## src/rtl/seq_bit_source.sv

```systemverilog
// seq_bit_source: input stage for the board-level sequence detector.
// Synchronizes and debounces a push-button and a slide switch, then emits a
// serial bit stream on bit_out with a one-cycle bit_valid strobe.
//   manual mode : one debounced switch bit per button press
//   auto mode   : replays sw_pat MSB-first, one bit every TICK_DIV cycles
// Build option: define SEQ_SRC_LOOP_EN to make auto mode reload sw_pat after
// each pass and run until the next button press stops it.
// Requires PAT_W >= 2, TICK_DIV >= 1, DEBOUNCE_CYCLES >= 1.
module seq_bit_source #(
  parameter int DEBOUNCE_CYCLES = 4,
  parameter int TICK_DIV        = 3,
  parameter int PAT_W           = 8
) (
  input  logic             clk,
  input  logic             rst_n,
  input  logic             btn_raw,
  input  logic             sw_bit_raw,
  input  logic [PAT_W-1:0] sw_pat,
  input  logic             auto_mode,
  output logic             bit_out,
  output logic             bit_valid,
  output logic             busy,
  output logic [7:0]       bit_cnt
);

  // Debounce counter only has to reach DEBOUNCE_CYCLES-1: the accepting
  // cycle is the DEBOUNCE_CYCLES-th consecutive mismatching cycle.
  localparam int DB_W = (DEBOUNCE_CYCLES > 1) ? $clog2(DEBOUNCE_CYCLES) : 1;
  localparam logic [DB_W-1:0] DB_LAST = DB_W'(DEBOUNCE_CYCLES - 1);
  localparam int TK_W = (TICK_DIV > 1) ? $clog2(TICK_DIV) : 1;
  localparam logic [TK_W-1:0] TK_LAST = TK_W'(TICK_DIV - 1);
  localparam int EC_W = $clog2(PAT_W + 1);
`ifdef SEQ_SRC_LOOP_EN
  localparam logic [EC_W-1:0] EC_LAST = EC_W'(PAT_W - 1);
`else
  localparam logic [EC_W-1:0] EC_FULL = EC_W'(PAT_W);
`endif

  logic             btn_s1, btn_s2;
  logic             sw_s1, sw_s2;
  logic [PAT_W-1:0] pat_s1, pat_s2;
  logic             btn_db, sw_db;
  logic [DB_W-1:0]  btn_cnt, sw_cnt;
  logic             press;

  // Two-flop synchronizers for all asynchronous switch/button inputs.
  always_ff @(posedge clk) begin
    if (!rst_n) begin
      btn_s1 <= 1'b0;
      btn_s2 <= 1'b0;
      sw_s1  <= 1'b0;
      sw_s2  <= 1'b0;
      pat_s1 <= '0;
      pat_s2 <= '0;
    end else begin
      btn_s1 <= btn_raw;
      btn_s2 <= btn_s1;
      sw_s1  <= sw_bit_raw;
      sw_s2  <= sw_s1;
      pat_s1 <= sw_pat;
      pat_s2 <= pat_s1;
    end
  end

  // Button debounce; press pulses in the same cycle the debounced level rises.
  always_ff @(posedge clk) begin
    if (!rst_n) begin
      btn_db  <= 1'b0;
      btn_cnt <= '0;
      press   <= 1'b0;
    end else begin
      press <= 1'b0;
      if (btn_s2 == btn_db) begin
        btn_cnt <= '0;
      end else if (btn_cnt == DB_LAST) begin
        btn_db  <= btn_s2;
        btn_cnt <= '0;
        press   <= btn_s2;
      end else begin
        btn_cnt <= btn_cnt + DB_W'(1);
      end
    end
  end

  // Switch-bit debounce, same rule as the button.
  always_ff @(posedge clk) begin
    if (!rst_n) begin
      sw_db  <= 1'b0;
      sw_cnt <= '0;
    end else begin
      if (sw_s2 == sw_db) begin
        sw_cnt <= '0;
      end else if (sw_cnt == DB_LAST) begin
        sw_db  <= sw_s2;
        sw_cnt <= '0;
      end else begin
        sw_cnt <= sw_cnt + DB_W'(1);
      end
    end
  end

  // state | meaning
  // IDLE  | waiting for a press; manual presses emit one bit directly
  // LOAD  | capture synced sw_pat; first pattern bit strobes on exit
  // SHIFT | emit remaining bits every TICK_DIV cycles, busy held high
  typedef enum logic [1:0] {IDLE, LOAD, SHIFT} state_t;

  state_t           state;
  logic [PAT_W-1:0] shift_reg;
  logic [TK_W-1:0]  tick;
  logic [EC_W-1:0]  emitted;

  // Sequencer with registered outputs. The first pattern bit is driven on the
  // LOAD->SHIFT edge so its strobe lands in the first SHIFT cycle.
  always_ff @(posedge clk) begin
    if (!rst_n) begin
      state     <= IDLE;
      shift_reg <= '0;
      tick      <= '0;
      emitted   <= '0;
      bit_out   <= 1'b0;
      bit_valid <= 1'b0;
      busy      <= 1'b0;
      bit_cnt   <= 8'd0;
    end else begin
      bit_valid <= 1'b0;
      case (state)
        IDLE: begin
          if (press) begin
            if (auto_mode) begin
              state <= LOAD;
              busy  <= 1'b1;
            end else begin
              bit_out   <= sw_db;
              bit_valid <= 1'b1;
              bit_cnt   <= bit_cnt + 8'd1;
            end
          end
        end
        LOAD: begin
`ifdef SEQ_SRC_LOOP_EN
          if (press) begin
            state <= IDLE;
            busy  <= 1'b0;
          end else begin
`else
          begin
`endif
            bit_out   <= pat_s2[PAT_W-1];
            bit_valid <= 1'b1;
            bit_cnt   <= bit_cnt + 8'd1;
            shift_reg <= pat_s2 << 1;
            tick      <= '0;
            emitted   <= EC_W'(1);
            state     <= SHIFT;
          end
        end
        SHIFT: begin
`ifdef SEQ_SRC_LOOP_EN
          if (press) begin
            state <= IDLE;
            busy  <= 1'b0;
          end else if (tick == TK_LAST) begin
            tick      <= '0;
            bit_out   <= shift_reg[PAT_W-1];
            bit_valid <= 1'b1;
            bit_cnt   <= bit_cnt + 8'd1;
            // Last bit of the pass: pick up the current switches seamlessly.
            if (emitted == EC_LAST) begin
              shift_reg <= pat_s2;
              emitted   <= '0;
            end else begin
              shift_reg <= shift_reg << 1;
              emitted   <= emitted + EC_W'(1);
            end
          end else begin
            tick <= tick + TK_W'(1);
          end
`else
          if (emitted == EC_FULL) begin
            state <= IDLE;
            busy  <= 1'b0;
          end else if (tick == TK_LAST) begin
            tick      <= '0;
            bit_out   <= shift_reg[PAT_W-1];
            bit_valid <= 1'b1;
            bit_cnt   <= bit_cnt + 8'd1;
            shift_reg <= shift_reg << 1;
            emitted   <= emitted + EC_W'(1);
          end else begin
            tick <= tick + TK_W'(1);
          end
`endif
        end
        default: begin
          state <= IDLE;
          busy  <= 1'b0;
        end
      endcase
    end
  end

endmodule

```

## config.mk

```make
export PLATFORM = sky130hd
export DESIGN_NAME = seq_bit_source
export DESIGN_NICKNAME = d
export VERILOG_FILES = /design/src/rtl/seq_bit_source.sv
export SDC_FILE = /design/constraint.sdc
export NUM_CORES = 1
export LEC_CHECK = 0
export CORE_ASPECT_RATIO = 1.2
export CORE_UTILIZATION = 49
export DETAILED_ROUTE_END_ITERATION = 16
export GPL_TIMING_DRIVEN = 0
export PLACE_DENSITY = 0.8
export SLEW_MARGIN = 20
export SYNTH_ARGS = -nofsm -noshare
export SYNTH_HDL_FRONTEND = slang
export SYNTH_SLANG_ARGS = --single-unit
```

## constraint.sdc

```tcl
create_clock -name clk -period 1.6 [get_ports clk]
set_input_delay 0.4 -clock clk [delete_from_list [all_inputs] [get_ports clk]]
set_output_delay 0.4 -clock clk [all_outputs]
set_load 0.03 [all_outputs]
```

==> out/qor.txt <==
minimum clock period: 1560 ps
Sink Count: 53
clock share of power: 34.2%
distinct cell type count after synthesis: 42
Clk pin slew, worst setup/hold paths: 100 ps
critical path peak fanout: 6
CP endpoint kind: output pin
Mapped Nets: 238
Critical Path AT: 1160 ps
fin crit share: 97.4%
CTS Buf Count: 5
Synth Flop Type: dfxtp_1
Worst-Skew Late Latency: 310 ps
biggest area consumer among synthesized cells: dfxtp_1
CP max stage delay: 450 ps
ANT nets after route: 0
layout cells sized above 1: 21.6%
Hold Path Stages: 1
r2r setup slk: 50 ps
htree depth: 2
max-cap violation count: 0
power per cell area: 803 nW/um^2
async set-reset flop share out of synthesis: 0%
Setup crit start kind: flop
total grt overflow: 0
min-delay worst type: reg2reg
Seq/Total Area, Yosys: 48.8%
clock tree buffer depth: 2
status: finished clean
final hold viol count: 0
RSZ-0062 raised after global routing: true
count leader, synth: dfxtp_1
die width: 62.8 microns
GRT Total Usage: 18.9%
Die H: 75.0 microns
first-pass GRT wire length: 6.76 mm
Sequential Power Share: 61.7%
num ports: 24
Adder-Cell Fraction of Synth Area: 5.75%
Synth Area in Simple Gates: 21.9%
NetSw: 0.488 mW
First-pass DRT Iterations: 4
Post-Syn Area: 2180 sq um
Slowest cell on crit path: dfxtp_1
Internal: 1.70 mW
Synth Area in XOR/XNOR: 0.805%
Slew headroom: 60.5%
register bit total from synthesis: 53
commonest cells in the netlist: dfxtp_1, and2_1, mux2i_1, nor2_1, a21oi_1
Initial DRC Count: 97
sw frac: 22.3%
Syn Inst Count: 215
LEAKAGE: 1.01 nW
Compound-Gate Fraction of Synth Area: 13.4%
combinational power share: 4.1%
Vias: 1691
area delta synth->final: 25.1%
Sum Neg Setup Slack: 0 ps
largest family of logic cells by synthesized area: simple AND/OR/NAND/NOR gates
Port-buffer cells: 22
vias per cell: 5.44
Final Util: 63.9%
# diodes: 0
Yosys top cell area share: 48.8%
Initial Util: 51.1%
Final Setup Violations: 0
CTS tree: yes
mux contribution to synthesized area: 5.98%
WP data required: 1200 ps
Top Registers: bit_cnt (8), pat_s1 (8), pat_s2 (8)
antenna violations before repair: 0
Residual DRC: 0
gpl congestion: 0.807
fmax: 642 MHz
drt total wl: 4.08 mm
hpwl dp: 2.68 mm
CTS root buffer: clkbuf_8
worst path cell trace: clkdlybuf4s15_1
worst-margin pin slew: 592 ps
worst vdd ir: 0.748 mV
core area: 4260 sq um
top cells by area, synth: dfxtp_1, and2_1, mux2i_1
largest net degree at the start of global routing: 17
path depth of the worst reg2reg path: 5
WP buf/inv: 1
Row Count: 26
syn avg cell area: 10.1 sq um
CP Depth: 1
routed wire length per instance: 13.1 microns
delay-heaviest family, CP: flip-flops
clock skew: 7.94 ps
die area: 4710 sq um
critical path type: reg2out
Layout Nets: 277
yosys warns: 0
vias in the first global route: 1512
EDFF count, synth: 0
max-slew violations: 0
## layout by cell type (no fill, tap or decap), types with 5 or more instances in the layout
master           netlist  final
mux2i_1               13     13
dlygate4sd2_1          0      8
buf_4                  0     10
clkdlybuf4s50_1        0     10
nand2b_1               6      5
ha_1                  10      6
nand2_1               10     10
a21oi_1               12     11
nor2_1                13     13
o21ai_0                6      6
nand3_1                7      7
a211oi_2               0      5
dfxtp_1               53     49
clkbuf_1               4      5
clkbuf_8               0      5
and2_1                21     21
## power by group through the flow
stage | logic (mW) | registers [mW] | clock network (mW)
finish | 0.0889 | 1.35 | 0.747
global placement | 0.0840 | 1.38 | 0
detailed placement | 0.0865 | 1.38 | 0
floorplan | 0.0446 | 1.38 | 0
CTS | 0.0874 | 1.35 | 0.763
global route | 0.0996 | 1.35 | 0.817
## per-layer routing
| metal | GRT usage (%) | wire length (microns) | vias to the layer above |
|---|---|---|---|
| li1 | - | - | 839 |
| met1 | 21.8 | 1830 | 808 |
| met2 | 33.5 | 2020 | 37 |
| met3 | 4.55 | 141 | 7 |
| met4 | 8.79 | 88 | 0 |
| met5 | 0 | 0 | - |
## worst register-to-register path: cells and delay by family, from the launching register on
kind | cells | cell delay [ps]
and+or+nand+nor | 1 | 480
DFF | 1 | 340
AOI/OAI and AO/OA | 2 | 330
adders and majority gates | 1 | 210
buffers and inverters | 1 | 140
## layout make-up
cell class	count	area (sq um)
buffer	8	40.0
clock buffer	6	72.6
clock inverter	2	15.0
fill	349	1540
inverter	8	35.0
multi-input combinational	146	1140
sequential	53	1070
tap	56	70.1
timing repair buffer	32	275
## path summary, 6_finish.rpt
path                           start                      end
max          bit_cnt[1]$_SDFFE_PN0P_               bit_cnt[1]
min             pat_s1[1]$_SDFF_PN0_     pat_s2[1]$_SDFF_PN0_
max reg2reg    state[0]$_SDFFE_PN0P_  bit_cnt[4]$_SDFFE_PN0P_
min reg2reg     pat_s1[1]$_SDFF_PN0_     pat_s2[1]$_SDFF_PN0_
## metrics by stage
stage	instance area (sq um)	setup WS [ps]	std cells	power (mW)	hold slack (ps)
2_1_floorplan	2180	-17.9	215	1.42	406
3_3_place_gp	2470	-386	293	1.46	414
3_5_place_dp	2470	-398	293	1.47	419
4_1_cts	2650	-0.158	308	2.20	439
5_1_grt	2720	-48.1	311	2.27	440
6_report	2720	41.4	311	2.18	430
## repair_timing
action | 4_1_cts | 5_1_grt
endpoints found under the setup margin | 34 | 22
gates cloned | 1 | 1
setup buffers | 7 | 2
pin swaps | 9 | 7
gates resized for setup | 27 | 20
hold buffers | 0 | 0
## kinds of logic (layout without fill, tap and decap cells)
group                    Yosys count  count (layout)
AND/OR/NAND/NOR                   80              80
flip-flops                        53              53
AO/OA/AOI/OAI                     40              41
buffers and inverters             17              56
multiplexers                      13              13
adder cells (fa/ha/maj)           10              10
XOR/XNOR                           2               2
(Power assumes the default switching activity.)
